[src/rtl/synth_sequencer.sv]
// Timed register-write sequencer: plays {delay, addr, data} events from a FIFO onto the synth port.
// Define SYNTH_SEQ_ALLOFF_EN to issue an all-gates-off write (addr F4, data 0) after every stop.
module synth_sequencer #(
    parameter int unsigned DEPTH    = 16,
    parameter int unsigned TICK_DIV = 48000,
    parameter int unsigned TIMEOUT  = 64,
    parameter int unsigned HOLD     = 2
) (
    input  logic                   clk,
    input  logic                   rst,
    input  logic                   ev_valid,
    output logic                   ev_ready,
    input  logic [15:0]            ev_delay,
    input  logic [7:0]             ev_addr,
    input  logic [31:0]            ev_data,
    input  logic                   run,
    input  logic                   stop,
    output logic [7:0]             m_addr,
    output logic [31:0]            m_data,
    output logic                   m_wen,
    input  logic                   m_ready,
    output logic                   busy,
    output logic [$clog2(DEPTH):0] level,
    output logic                   err,
    input  logic                   err_clr
);
    localparam int unsigned AW        = $clog2(DEPTH);
    localparam int unsigned LW        = AW + 1;
    localparam int unsigned PW        = (TICK_DIV > 1) ? $clog2(TICK_DIV) : 1;
    localparam int unsigned TW        = (TIMEOUT > 1) ? $clog2(TIMEOUT) : 1;
    localparam int unsigned HW        = (HOLD > 1) ? $clog2(HOLD) : 1;
    localparam int unsigned HOLD_LAST = (HOLD > 0) ? HOLD - 1 : 0;

    typedef enum logic [1:0] {StIdle, StWait, StWrite, StRelease} state_e;

    logic [55:0]   mem_q [DEPTH];
    logic [AW-1:0] wptr_q, rptr_q;
    logic [LW-1:0] level_q, level_d;
    logic          push, pop;

    state_e        state_q, state_d;
    logic [15:0]   cnt_q, cnt_d;
    logic [PW-1:0] pre_q, pre_d;
    logic [TW-1:0] to_q, to_d;
    logic [HW-1:0] hold_q, hold_d;
    logic [7:0]    addr_q, addr_d;
    logic [31:0]   data_q, data_d;
    logic          wen_q, wen_d;
    logic          err_q, err_d;
    logic          busy_q, busy_d;
    logic          ev_ready_q, ev_ready_d;
`ifdef SYNTH_SEQ_ALLOFF_EN
    logic          alloff_q, alloff_d;
`endif

    always_ff @(posedge clk) begin
        if (push) begin
            mem_q[wptr_q] <= {ev_delay, ev_addr, ev_data};
        end
    end

    always_ff @(posedge clk) begin
        if (rst || stop) begin
            wptr_q <= '0;
            rptr_q <= '0;
        end else begin
            if (push) wptr_q <= wptr_q + AW'(1);
            if (pop)  rptr_q <= rptr_q + AW'(1);
        end
    end

    always_comb begin
        push    = ev_valid && ev_ready_q && !stop;
        pop     = 1'b0;
        state_d = state_q;
        cnt_d   = cnt_q;
        pre_d   = pre_q;
        to_d    = to_q;
        hold_d  = hold_q;
        addr_d  = addr_q;
        data_d  = data_q;
        wen_d   = wen_q;
        err_d   = err_clr ? 1'b0 : err_q;
`ifdef SYNTH_SEQ_ALLOFF_EN
        alloff_d = alloff_q;
`endif

        unique case (state_q)
            StIdle: begin
`ifdef SYNTH_SEQ_ALLOFF_EN
                if (alloff_q) begin
                    state_d  = StWrite;
                    addr_d   = 8'hF4;
                    data_d   = '0;
                    wen_d    = 1'b1;
                    to_d     = '0;
                    alloff_d = 1'b0;
                end else
`endif
                if (run && level_q != '0 && !stop) begin
                    pop                     = 1'b1;
                    {cnt_d, addr_d, data_d} = mem_q[rptr_q];
                    pre_d                   = '0;
                    state_d                 = StWait;
                end
            end
            StWait: begin
                if (stop) begin
                    state_d = StIdle;
                end else if (cnt_q == '0) begin
                    state_d = StWrite;
                    wen_d   = 1'b1;
                    to_d    = '0;
                end else if (run) begin
                    if (pre_q == PW'(TICK_DIV - 1)) begin
                        pre_d = '0;
                        cnt_d = cnt_q - 16'd1;
                    end else begin
                        pre_d = pre_q + PW'(1);
                    end
                end
            end
            StWrite: begin
                if (m_ready) begin
                    wen_d   = 1'b0;
                    hold_d  = '0;
                    state_d = StRelease;
                end else if (to_q == TW'(TIMEOUT - 1)) begin
                    // Timed-out event is dropped, not retried.
                    wen_d   = 1'b0;
                    err_d   = 1'b1;
                    hold_d  = '0;
                    state_d = StRelease;
                end else begin
                    to_d = to_q + TW'(1);
                end
            end
            StRelease: begin
                if (hold_q == HW'(HOLD_LAST)) begin
                    state_d = StIdle;
                end else begin
                    hold_d = hold_q + HW'(1);
                end
            end
            default: state_d = StIdle;
        endcase

`ifdef SYNTH_SEQ_ALLOFF_EN
        if (stop) alloff_d = 1'b1;
`endif

        level_d    = stop ? '0 : level_q + LW'(push) - LW'(pop);
        ev_ready_d = (level_d != LW'(DEPTH));
        busy_d     = (state_d != StIdle) || (level_d != '0);
`ifdef SYNTH_SEQ_ALLOFF_EN
        busy_d     = busy_d || alloff_d;
`endif
    end

    always_ff @(posedge clk) begin
        if (rst) begin
            state_q    <= StIdle;
            cnt_q      <= '0;
            pre_q      <= '0;
            to_q       <= '0;
            hold_q     <= '0;
            addr_q     <= '0;
            data_q     <= '0;
            wen_q      <= 1'b0;
            err_q      <= 1'b0;
            busy_q     <= 1'b0;
            level_q    <= '0;
            ev_ready_q <= 1'b0;
`ifdef SYNTH_SEQ_ALLOFF_EN
            alloff_q   <= 1'b0;
`endif
        end else begin
            state_q    <= state_d;
            cnt_q      <= cnt_d;
            pre_q      <= pre_d;
            to_q       <= to_d;
            hold_q     <= hold_d;
            addr_q     <= addr_d;
            data_q     <= data_d;
            wen_q      <= wen_d;
            err_q      <= err_d;
            busy_q     <= busy_d;
            level_q    <= level_d;
            ev_ready_q <= ev_ready_d;
`ifdef SYNTH_SEQ_ALLOFF_EN
            alloff_q   <= alloff_d;
`endif
        end
    end

    assign ev_ready = ev_ready_q;
    assign m_addr   = addr_q;
    assign m_data   = data_q;
    assign m_wen    = wen_q;
    assign busy     = busy_q;
    assign level    = level_q;
    assign err      = err_q;
endmodule

[config.mk]
export PLATFORM = sky130hd
export DESIGN_NAME = synth_sequencer
export DESIGN_NICKNAME = d
export VERILOG_FILES = /design/src/rtl/synth_sequencer.sv
export SDC_FILE = /design/constraint.sdc
export NUM_CORES = 1
export LEC_CHECK = 0
export ABC_AREA = 1
export BUFFER_PORTS_ARGS = -buffer_cell sky130_fd_sc_hd__buf_2
export CORE_ASPECT_RATIO = 0.8
export CORE_UTILIZATION = 50
export CTS_CLUSTER_SIZE = 14
export DETAILED_ROUTE_END_ITERATION = 6
export GPL_TIMING_DRIVEN = 1
export MAX_ROUTING_LAYER = met4
export PLACE_DENSITY_LB_ADDON = 0.25
export SETUP_SLACK_MARGIN = 0.05
export SLEW_MARGIN = 10
export SYNTH_ARGS = -nofsm -noshare
export SYNTH_HDL_FRONTEND = slang
export SYNTH_SLANG_ARGS = --single-unit
[constraint.sdc]
create_clock -name clk -period 5.41 [get_ports clk]
set_clock_uncertainty 0.2 [all_clocks]
set_input_delay 1.082 -clock clk [delete_from_list [all_inputs] [get_ports clk]]
set_output_delay 1.082 -clock clk [all_outputs]
set_load 0.01 [all_outputs]
Word-level counts from Yosys, hierarchy flattened

Memory sizes are Yosys's and may differ from the RTL's. A register that Yosys moved wholly into a read port is not among the register bits.
Index checks and enable logic that the tools add are counted.

Add/sub/neg operators: 8
Equal/unequal tests: 15
Muxes and demuxes: 42
Reduce and logical (&&, ||, !) cells: 21

Operators by type and width:

| kind                                                                 | count |
|---|---|
| 16-bit 2-to-1 mux                                                    | 10 |
| 16-bit case mux with 2 select lines                                  | 2 |
| 6-bit 2-to-1 mux                                                     | 4 |
| 16-bit by 1-bit adder with 16-bit output, second input constant      | 1 |
| 16-bit == test, second input constant                                | 1 |
| 16-bit logical NOT                                                   | 1 |
| 2-bit inequality test, second input constant                         | 8 |
| 16-bit by 1-bit subtractor with 16-bit output, second input constant | 1 |
| 1-bit 2-to-1 mux                                                     | 13 |
| 2-bit 2-to-1 mux                                                     | 6 |
| 6-bit case mux with 2 select lines                                   | 1 |
| 5-bit AND reduction                                                  | 2 |
| 5-bit nonzero test                                                   | 2 |
| 4-bit by 1-bit adder with 4-bit output, second input constant        | 2 |
| 4-bit 2-to-1 mux                                                     | 2 |
| 2-bit case mux with 4 select lines                                   | 1 |
| 2-bit nonzero test                                                   | 4 |
| 6-bit by 1-bit adder with 6-bit output, second input constant        | 1 |
| 6-bit == test, second input constant                                 | 1 |
| 6-bit AND reduction                                                  | 1 |
| 5-bit by 1-bit adder with 5-bit output                               | 1 |
| 5-bit 2-to-1 mux                                                     | 1 |
| 5-bit inequality test, second input constant                         | 1 |
| 5-bit by 1-bit subtractor with 5-bit output                          | 1 |
| 11 further kinds                                                     | 18 |

Flip-flop bits (word level): 98
Memory bits (writable): 896
Logic and storage cells: 101
Memories kept: 1

Memories:

| memory | depth | bits a word | read ports | clocked after Yosys merged registers in | write ports | RTL line | RTL |
|---|---|---|---|---|---|---|---|
| mem_q  | 16    | 56          | 1          | 1                                       | 1           | 36       | `logic [55:0] mem_q [DEPTH];` |

Logic depth before layout (Yosys ltp)

Gate-level depths: netlist (run 1).

Depth in word-level cells: 9
Depth in mapped cells: 22

Worst setup path after synthesis (run 1)

Ideal clock, no wire load.

Path type: input to register
From: input stop
To: memory mem_q[11][0] (enable)
Library setup time: 0.470 ns
Arrival time: 4.130 ns
Setup slack: 0.610 ns
Cell stages on the path: 4
Path buffers: 1
Cells stage by stage: buf_2 -> nor2_1 -> nand2_1 -> nor2_1

Longest elaborated chain between the ends: 4

Ends and longest elaborated chain:

| element                                | RTL line | RTL |
|---|---|---|
| from (decl)                            | 17       | `input logic stop,` |
| 1-bit logical NOT                      | 73       | `push = ev_valid && ev_ready_q && !stop;` |
| 1-bit logical AND                      | 73       |  |
| 1-bit 2-to-1 mux                       | 57       | `if (push) begin` |
| 1-bit 2-to-1 mux (not written as such) | 58       | `mem_q[wptr_q] <= {ev_delay, ev_addr, ev_data};` |
| to (decl)                              | 36       |  |

No other way between the ends.

==> results.sh, run 1 <==
export IMPL_status="finished, final reports clean"
export IMPL_ys_flop_type="edfxtp_1"
export IMPL_setup_ws_ps=2138
export IMPL_grt_pass1_wl_mm=152.3
export IMPL_cpPeakStageDelay_ps=660
export IMPL_ys_seq_elements=998
export IMPL_gp_congestion=0.8272
export IMPL_cts_root_buf="clkbuf_16"
export IMPL_synth_edf_count=896
export IMPL_synth_avg_cell_area_sq_um=11.65
export IMPL_yosysTopAreaCellShare_pct=65.61
export IMPL_setup_tns_ps=0
export IMPL_num_io_pins=112
export IMPL_port_buffers=111
export IMPL_rsz0062_at_grt="false"
export IMPL_fin_crit_ps=3272
export IMPL_cts_tree="built"
export IMPL_clockPowerShare_pct=41.3
export IMPL_die_h_um=258.2
export IMPL_grt_antenna_before_repair=6
export IMPL_ys_seq_area_share_pct=70.59
export IMPL_cpMostUsedCell="nor2_1"
export IMPL_critPathLaunchType="register"
export IMPL_yosysUniqueCellTypes=45
export IMPL_ant_nets=0
export IMPL_cellPowerDensity_mw_per_mm2=352.1
export IMPL_crit_required_ps=5730
export IMPL_firstDrtPassIters=5
export IMPL_clk_path_buf_depth=3
export IMPL_hold_end="err"
export IMPL_arrival_ps=3590
export IMPL_power_internal_uw=12480
export IMPL_grt_max_degree=208
export IMPL_path_cells="buf_4, buf_12, nand2_1, nand3_1, nand3_1, nand3_1, nand2_1, nor2_1, nor2_1, nor2_1, nor2_1"
export IMPL_dp_hpwl_mm=52.73
export IMPL_slowest_stage="buf_4"
export IMPL_rr_worst_depth=11
export IMPL_synthArstFlopShare_pct=0
export IMPL_finalHoldViolations=0
export IMPL_setup_viol=0
export IMPL_synth_warnings=0
export IMPL_period_share_pct=60.48
export IMPL_core_area_sq_mm=0.08087
export IMPL_ys_top_cells_by_area="edfxtp_1, nor2_1, dfxtp_1"
export IMPL_vdd_ir_drop_max_mv=0.2657
export IMPL_crit_type="reg2reg"
export IMPL_wl_mm=100.1
export IMPL_grt_usage_pct=24.74
export IMPL_whs_path_depth=2
export IMPL_p_seq_share_pct=53.1
export IMPL_synthCells=3521
export IMPL_dr_total_vias=26740
export IMPL_combPwrFrac_pct=5.7
export IMPL_yosysTopAreaCell="edfxtp_1"
export IMPL_synth_nets=3598
export IMPL_switching_share_pct=22.16
export IMPL_synthTopCellsByCount="edfxtp_1, nor2_1, o21ai_0"
export IMPL_syn_area_sq_mm=0.04101
export IMPL_leakage_uw=0.01586
export IMPL_fmax_ghz=0.3056
export IMPL_drt_iter0_markers=2664
export IMPL_cts_hold_buf=0
export IMPL_hp_start="err"
export IMPL_first_global_vias=24880
export IMPL_cp_num_buf_inv=2
export IMPL_hp_class="reg2reg"
export IMPL_cts_clk_slew_worst_paths_ps=60
export IMPL_cp_end_kind="register"
export IMPL_start_util_pct=50.71
export IMPL_fp_dieW_um=322.2
export IMPL_fp_row_count=93
export IMPL_switching_power_uw=3554
export IMPL_maxCapViolCount=0
export IMPL_post_cts_setup_buffers=0
export IMPL_dieArea_sq_mm=0.08318
export IMPL_clock_sinks=998
export IMPL_drive_above_1_share_pct=9.868
export IMPL_drc=0
export IMPL_yosysMostFrequentCell="edfxtp_1"
export IMPL_cts_buffers=97
export IMPL_slew_headroom_pct=18.08
export IMPL_drv_slew=0
export IMPL_nets=3636
export IMPL_htree_levels=3
export IMPL_cts_repair_resized=0
export IMPL_cp_max_fo=153
export IMPL_worst_path_dominant_cell_family="buffers and inverters"
export IMPL_overflow=0
export IMPL_area_growth_pct=11.04
export IMPL_place_ws_ps=1530
export IMPL_worst_pin_slew_ps=1229
export IMPL_insertion_delay_ps=670
export IMPL_r2r_end="cnt_q[2]"
export IMPL_r2r_slack_ps=2140
export IMPL_detail_route_wl_per_cell_um=21.14
export IMPL_vias_per_cell=5.651
-- how the worst max path moves through the flow --
stage	end	slack (ps)	depth (start not counted)
after floorplan	mem_q[11][0]	610	4
after global placement	mem_q[7][31]	1560	5
after detailed placement	mem_q[7][31]	1530	5
after CTS	m_data[28]	2180	8
after global routing	m_data[27]	1920	9
final	cnt_q[2]	2140	11
-- logic make-up (layout without fill, tap and decap cells) --
logic type                 count (synthesis)  after routing  synth area share (%)
other                                      0              3                     0
AOI/OAI and AO/OA                        750            750                 10.61
and+or+nand+nor                         1282           1282                 13.00
DFF                                      998            998                 70.59
adders and majority gates                 14             14                0.4455
buffers and inverters                    464            581                 5.071
xor gates and xnor gates                  13             13                0.2776
-- power groups by stage --
stage / clock, uW / combinational [uW] / sequential [uW]
finish: 6620 / 908 / 8510
global route: 6990 / 1010 / 8510
CTS: 6710 / 910 / 8510
detailed placement: 0 / 904 / 8670
global placement: 0 / 893 / 8670
floorplan: 0 / 569 / 8680
-- worst register-to-register path, cell delays in order, from the launching register on --
cell,delay [ps]
dfxtp_4,410
buf_4,660
buf_12,520
nand2_1,300
nand3_1,130
nand3_1,170
nand3_1,130
nand2_1,50
nor2_1,340
nor2_1,90
nor2_1,90
nor2_1,40
-- final cells by class --
| type | instances | area, sq um |
|---|---|---|
| fillers | 6635 | 35330 |
| flip-flops and latches | 998 | 28960 |
| multi-input cells | 2059 | 10100 |
| clock buffers | 130 | 2633 |
| well taps | 1092 | 1366 |
| repair buffers | 153 | 1033 |
| inverters | 250 | 970.9 |
| clock inverters | 48 | 461.7 |
| diodes | 3 | 7.507 |
-- state kept, by name, summed over array words and instances (netlist names), named ones only --
signal,flops
mem_q,896
m_data,32
cnt_q,16
pre_q,16
m_addr,8
to_q,6
level,5
rptr_q,4
wptr_q,4
state_q,2
busy,1
err,1
ev_ready,1
hold_q,1
m_wen,1
-- through the flow --
stage | hold WS [ps] | cells | instance area [sq um] | utilization, % | power [uW]
after floorplan | 248.9 | 3521 | 41010 | - | 9249
after global placement | 252.2 | 4552 | 42440 | 52.47 | 9565
after detailed placement | 257.6 | 4552 | 42440 | 52.47 | 9577
after CTS | 266.8 | 4730 | 45530 | 56.30 | 16130
after global routing | 291.3 | 4733 | 45540 | 56.31 | 16520
final | 262.4 | 4733 | 45540 | 56.31 | 16030
-- layout by cell type (no fill, tap or decap), types with 26 or more instances in the layout --
cell type,synthesis,final
inv_1,232,231
o21ai_1,37,37
edfxtp_1,896,896
nor2_1,637,621
nand2_1,344,344
buf_2,56,111
nand3_1,247,247
o211ai_1,221,221
a21oi_1,108,108
clkbuf_16,0,98
dfxtp_1,102,98
clkbuf_1,98,26
o21ai_0,373,373
buf_4,23,29
-- metal layers --
metal	global-route usage (%)	vias up	part of all wire, %
met5	-	-	0
met4	6.958	0	2.5
met3	2.933	161	6.8
met2	37.64	972	46
met1	35.29	13080	44
li1	-	12530	-
No activity file was read; power rests on OpenSTA's default activity.
==> run 2: changes to the inputs <==
Settings changed: ABC_AREA 1 to 0.
Clock period 5.41 ns to 3.3 ns, I/O delays scaled along.
==> run 2 against run 1 <==
- sequential power increased by 63%
- worst hold slack got worse by 180 ps
- cell count shrank 32%
- critical path depth increased by 3
- worst setup slack lost 1900 ps
- total power is 61% higher
- die area down 6.0%
- global-route usage is 1.4 points lower
- critical endpoint is now busy
==> results.sh, run 2 <==
export IMPL_largest_reg_flops=896
export IMPL_largest_register="mem_q"
export IMPL_drv_slew=0
export IMPL_place_inst=3037
export IMPL_worst_pin_slew_ps=992.7
export IMPL_synth_avg_cell_area_sq_um=19.91
export IMPL_ys_top_cells_by_area="edfxtp_1, mux4_2, dfxtp_1"
export IMPL_grt_usage_pct=23.38
export IMPL_cp_num_buf_inv=2
export IMPL_fillCellCount=5497
export IMPL_cpPeakStageDelay_ps=470
export IMPL_final_cell_mix="edfxtp_1, mux4_2, nand2_1"
export IMPL_rr_worst_depth=14
export IMPL_dr_total_vias=19520
export IMPL_yosysUniqueCellTypes=69
export IMPL_area_growth_pct=15.03
export IMPL_insertion_delay_ps=670
export IMPL_rr_startpoint="level[2]"
export IMPL_ys_seq_elements=998
export IMPL_status="finished, final reports clean"
export IMPL_cts_root_buf="clkbuf_16"
export IMPL_grt_pass1_wl_mm=130.0
export IMPL_cts_hold_buf=0
export IMPL_overflow=0
export IMPL_die_h_um=250.3
export IMPL_cp_end_kind="register"
export IMPL_grt_max_degree=67
export IMPL_crit_type="reg2reg"
export IMPL_drive_above_1_share_pct=28.21
export IMPL_port_buffers=111
export IMPL_synthCells=1936
export IMPL_wl_mm=86.77
export IMPL_critPathLaunchType="register"
export IMPL_hp_class="in2reg"
export IMPL_nets=2199
export IMPL_final_common_cell="edfxtp_1"
export IMPL_r2r_slack_ps=270
export IMPL_first_global_vias=20020
export IMPL_path_cells="inv_1, ha_1, nor4b_4, or3_2, nand2_1, nand2_1, ha_1, inv_1, fa_1, nand2b_1, a21oi_2, o211a_1, nor3_1, a41oi_1"
export IMPL_fp_dieW_um=312.4
export IMPL_drt_iter0_markers=1992
export IMPL_start_util_pct=50.79
export IMPL_drc=0
export IMPL_gp_congestion=0.8264
export IMPL_yosysTopAreaCellShare_pct=69.80
export IMPL_dieArea_sq_mm=0.07821
export IMPL_clock_sinks=998
export IMPL_critical_path_cell_count=14
export IMPL_ant_nets=0
export IMPL_slowest_stage="or3_2"
export IMPL_worst_path_dominant_cell_family="simple AND/OR/NAND/NOR gates"
export IMPL_htree_levels=3
export IMPL_synthArstFlopShare_pct=0
export IMPL_place_ws_ps=-126.2
export IMPL_post_cts_setup_buffers=0
export IMPL_syn_area_sq_mm=0.03855
export IMPL_fin_crit_ps=3034
export IMPL_leakage_uw=0.01380
export IMPL_cp_max_fo=3
export IMPL_finalHoldViolations=0
export IMPL_setup_viol=0
export IMPL_rsz0062_at_grt="false"
export IMPL_instances_no_fill=3222
export IMPL_cts_repair_resized=0
export IMPL_cts_clk_slew_worst_paths_ps=60
export IMPL_detail_route_wl_per_cell_um=26.93
export IMPL_crit_start="level[2]"
export IMPL_endpoint="busy"
export IMPL_dp_hpwl_mm=47.17
export IMPL_clk_path_buf_depth=3
export IMPL_setup_ws_ps=265.8
export IMPL_maxCapViolCount=0
export IMPL_yosysMostFrequentCell="edfxtp_1"
export IMPL_fmax_ghz=0.3296
export IMPL_ys_flop_type="edfxtp_1"
export IMPL_grt_antenna_before_repair=10
export IMPL_vdd_ir_drop_max_mv=0.3603
export IMPL_hp_start="ev_valid"
export IMPL_arrival_ps=3320
export IMPL_r2r_end="busy"
export IMPL_crit_required_ps=3580
export IMPL_synth_nets=2013
export IMPL_synthTopCellsByCount="edfxtp_1, mux4_2, nand2_1"
export IMPL_synth_warnings=0
export IMPL_cts_tree="built"
export IMPL_core_area_sq_mm=0.07590
export IMPL_vias_per_cell=6.057
export IMPL_cellPowerDensity_mw_per_mm2=583.5
export IMPL_slew_headroom_pct=33.82
export IMPL_period_share_pct=91.95
export IMPL_cts_buffers=95
export IMPL_fp_row_count=90
export IMPL_ys_seq_area_share_pct=75.10
export IMPL_num_io_pins=112
export IMPL_synth_edf_count=896
export IMPL_firstDrtPassIters=5
export IMPL_yosysTopAreaCell="edfxtp_1"
==> run 2: changes by cell type after synthesis, sizes merged, moves of 10 or more <==
| cell | before | now |
|---|---|---|
| mux2i | 0 | 35 |
| xnor2 | 3 | 13 |
| nand3 | 249 | 26 |
| nand2 | 349 | 127 |
| mux4 | 0 | 251 |
| o21ai | 411 | 21 |
| buf | 116 | 50 |
| a211oi | 0 | 11 |
| a21oi | 111 | 86 |
| clkbuf | 98 | 57 |
| o211ai | 221 | 4 |
| inv | 247 | 22 |
| nor2 | 644 | 59 |
| nand4 | 22 | 12 |
==> run 2: worst register-to-register path, delay by kind of cell, from the launching register on <==
kind,cells,cell delay (ps)
adders and majority gates,3,620
DFF,1,350
AOI/OAI and AO/OA,3,450
and+or+nand+nor,6,1100
buffers and inverters,2,150
==> run 2: cells by family after synthesis <==
logic type / share of synthesized area (%)
AOI/OAI and AO/OA: 2.947
adders and majority gates: 0.4739
xor gates and xnor gates: 0.4544
DFF: 75.10
and+or+nand+nor: 3.752
buffers and inverters: 1.522
muxes: 15.75
==> run 2: layer usage <==
| metal | vias up | wire length [um] | global-route usage (%) |
|---|---|---|---|
| met5 | - | 0 | - |
| met4 | 0 | 1759 | 5.826 |
| met3 | 145 | 5805 | 4.322 |
| met2 | 723 | 42010 | 35.88 |
| met1 | 10300 | 37200 | 32.68 |
| li1 | 8346 | - | - |
==> run 2: worst min path at each step <==
stage            endpoint  slack [ps]  cells after the start
3_3_place_gp    m_data[9]         240                      2
4_1_cts         wptr_q[1]          50                      3
6_report        wptr_q[1]          90                      3
5_1_grt         wptr_q[1]          80                      3
2_1_floorplan     to_q[5]         250                      2
3_5_place_dp   m_data[13]         240                      2
==> run 2: where the power goes <==
group	internal, uW	switching, uW
registers	13800	62.6
logic	387	660
clock network	6260	4660
total	20500	5380
==> run 2: final cells by class <==
type / instances / area, sq um / share of cell area [%]
antenna: 9 / 22.52 / 0.05080
clock buffer: 125 / 2592 / 5.847
clock inverter: 51 / 536.8 / 1.211
inverter: 23 / 88.84 / 0.2004
multi-input combinational: 808 / 9178 / 20.70
sequential: 998 / 28960 / 65.31
tap: 1012 / 1266 / 2.856
timing repair buffer: 196 / 1694 / 3.821
==> run 2: stage by stage <==
stage	cell area [sq um]	util (%)	power (uW)	setup TNS, ps	hold WS (ps)
CTS	44310	58.38	26030	0	47.85
detailed placement	41180	54.25	15210	-267.5	244.7
floorplan	38680	-	14760	-184110	252.1
finish	44340	58.42	25870	0	86.82
global route	44340	58.42	26600	0	75.69
global placement	41180	54.25	15180	-73.31	239.6
==> run 3: changes to the inputs <==
Settings changed: BUFFER_PORTS_ARGS -buffer_cell sky130_fd_sc_hd__buf_2 to -buffer_cell sky130_fd_sc_hd__clkbuf_2, CELL_PAD_IN_SITES_DETAIL_PLACEMENT from default to 0, CELL_PAD_IN_SITES_GLOBAL_PLACEMENT from default to 1.
==> run 3 against run 2 <==
- sequential cell count unchanged
- non-clock buffer count increased by 5
- die area unchanged
- sequential share of layout area decreased by 0.33 points
- register-to-register slack improved by 60 ps
- sequential power about the same
- core utilization increased by 0.29 points
- critical path type unchanged
- cell area increased by 0.50%
- largest power group unchanged
- total power increased by 0.74%
- clock power about the same
- critical endpoint unchanged
==> results.sh, run 3 (synthesis gave the netlist of run 2 again) <==
export IMPL_endpoint="busy"
export IMPL_drt_iter0_markers=2208
export IMPL_dp_hpwl_mm=48.20
export IMPL_worst_pin_slew_ps=1108
export IMPL_cts_buffers=97
export IMPL_start_util_pct=50.79
export IMPL_die_h_um=250.3
export IMPL_fp_row_count=90
export IMPL_cts_root_buf="clkbuf_16"
export IMPL_rr_startpoint="level[2]"
export IMPL_gp_congestion=0.8007
export IMPL_cts_tree="built"
export IMPL_crit_type="reg2reg"
export IMPL_leakage_uw=0.01387
export IMPL_fp_dieW_um=312.4
export IMPL_crit_required_ps=3580
export IMPL_crit_start="level[2]"
export IMPL_ant_nets=0
export IMPL_switching_share_pct=20.85
export IMPL_hp_start="ev_valid"
export IMPL_power_internal_uw=20630
export IMPL_insertion_delay_ps=670
export IMPL_critPathLaunchType="register"
export IMPL_grt_antenna_before_repair=4
export IMPL_cp_end_kind="register"
export IMPL_p_total_uw=26060
export IMPL_setup_tns_ps=0
export IMPL_grt_usage_pct=23.55
export IMPL_seq_area_sq_mm=0.02896
export IMPL_r2r_end="busy"
export IMPL_status="finished, final reports clean"
export IMPL_post_cts_setup_buffers=0
export IMPL_detail_route_wl_per_cell_um=27.11
export IMPL_wl_mm=87.50
export IMPL_first_global_vias=19600
export IMPL_drc=0
export IMPL_clock_sinks=998
export IMPL_core_area_sq_mm=0.07590
export IMPL_clk_path_buf_depth=3
export IMPL_grt_pass1_wl_mm=130.3
export IMPL_area_growth_pct=15.60
export IMPL_cellPowerDensity_mw_per_mm2=584.8
export IMPL_slew_headroom_pct=25.87
export IMPL_r2r_slack_ps=330
export IMPL_clockPowerShare_pct=42.6
export IMPL_drive_above_1_share_pct=28.62
export IMPL_multiInputGateArea_sq_mm=0.009178
export IMPL_largest_reg_flops=896
export IMPL_fillCellCount=5532
export IMPL_period_share_pct=90.15
export IMPL_vias_per_cell=6.057
export IMPL_switching_power_uw=5433
export IMPL_arrival_ps=3250
export IMPL_largest_register="mem_q"
export IMPL_rr_worst_depth=14
export IMPL_cts_clk_slew_worst_paths_ps=60
export IMPL_fin_crit_ps=2975
export IMPL_dieArea_sq_mm=0.07821
export IMPL_overflow=0
export IMPL_drv_slew=0
export IMPL_instances_no_fill=3228
export IMPL_cp_max_fo=3
export IMPL_maxCapViolCount=0
export IMPL_final_common_cell="edfxtp_1"
export IMPL_place_inst=3042
export IMPL_fmax_ghz=0.3361
export IMPL_dr_total_vias=19550
export IMPL_port_buffers=111
export IMPL_combPwrFrac_pct=4.0
export IMPL_firstDrtPassIters=6
export IMPL_finalHoldViolations=0
export IMPL_htree_levels=3
export IMPL_rsz0062_at_grt="false"
export IMPL_setup_viol=0
export IMPL_final_cell_mix="edfxtp_1, mux4_2, nand2_1"
export IMPL_grt_max_degree=57
export IMPL_vdd_ir_drop_max_mv=0.4326
export IMPL_nets=2206
export IMPL_holdWs_ps=98.38
export IMPL_p_seq_share_pct=53.4
export IMPL_hp_class="in2reg"
export IMPL_num_io_pins=112
==> run 3: cell count changes in the layout (fill, tap and decap cells not counted), moves of 2 or more <==
cell	delta
buf_2	-111
clkbuf_2	+110
clkinv_1	-10
buf_12	+9
clkbuf_1	+9
diode_2	-5
clkinv_2	+4
buf_4	-3
clkinv_8	-3
inv_16	+2
==> run 3: worst min path at each step <==
stage | end | slack, ps | depth (start not counted)
after floorplan | to_q[5] | 250 | 2
after global placement | m_data[29] | 240 | 2
after global routing | wptr_q[1] | 80 | 3
after detailed placement | m_addr[6] | 250 | 2
after CTS | wptr_q[1] | 60 | 3
final | wptr_q[1] | 100 | 3
==> run 3: what timing repair did <==
item / in CTS / in global routing
setup endpoints to repair: 0 / 1
hold buffers: 0 / 0
resized for setup: 0 / 1
==> run 3: power groups by stage <==
stage	Clock (uW)	Combinational, uW	Sequential (uW)
6_report	11100	1050	13900
3_5_place_dp	0	1050	14200
5_1_grt	11700	1140	13900
4_1_cts	11300	1050	13900
2_1_floorplan	0	577	14200
3_3_place_gp	0	1020	14200
==> run 3: final cells by class <==
class                           instances  area share, %
Clock inverter                         46          1.227
Timing Repair Buffer                  201          4.144
Antenna cell                            4        0.02246
Multi-Input combinational cell        808          20.60
Inverter                               23         0.1994
Tap cell                             1012          2.842
Clock buffer                          136          5.981
Sequential cell                       998          64.99
==> run 3: stage by stage <==
step	area, sq um	utilization, %	setup slack (ps)
floorplan	38680	-	-868.2
global placement	41330	54.45	-40.67
detailed placement	41330	54.45	-36.78
CTS	44540	58.69	259.1
global route	44560	58.71	115.0
finish	44560	58.71	325.1
==> run 3: metal layers <==
layer | vias to the layer above | GRT usage (%) | wire length, um
met5 | - | - | 0
met2 | 658 | 35.14 | 41130
met4 | 0 | 5.630 | 1627
met1 | 10410 | 34.31 | 39130
li1 | 8362 | - | -
met3 | 124 | 3.842 | 5609
==> run 3: worst max-delay path, stage by stage (launching register included) <==
cell and delay (ps):
dfxtp_1 350, inv_1 70, ha_1 200, nor4b_4 140
nor3_4 190, o21ai_0 140, nand2_1 100, ha_1 180
inv_1 70, fa_1 400, nand2b_1 170, a21oi_2 190
nor4_1 70, nor3_1 190, a41oi_1 130
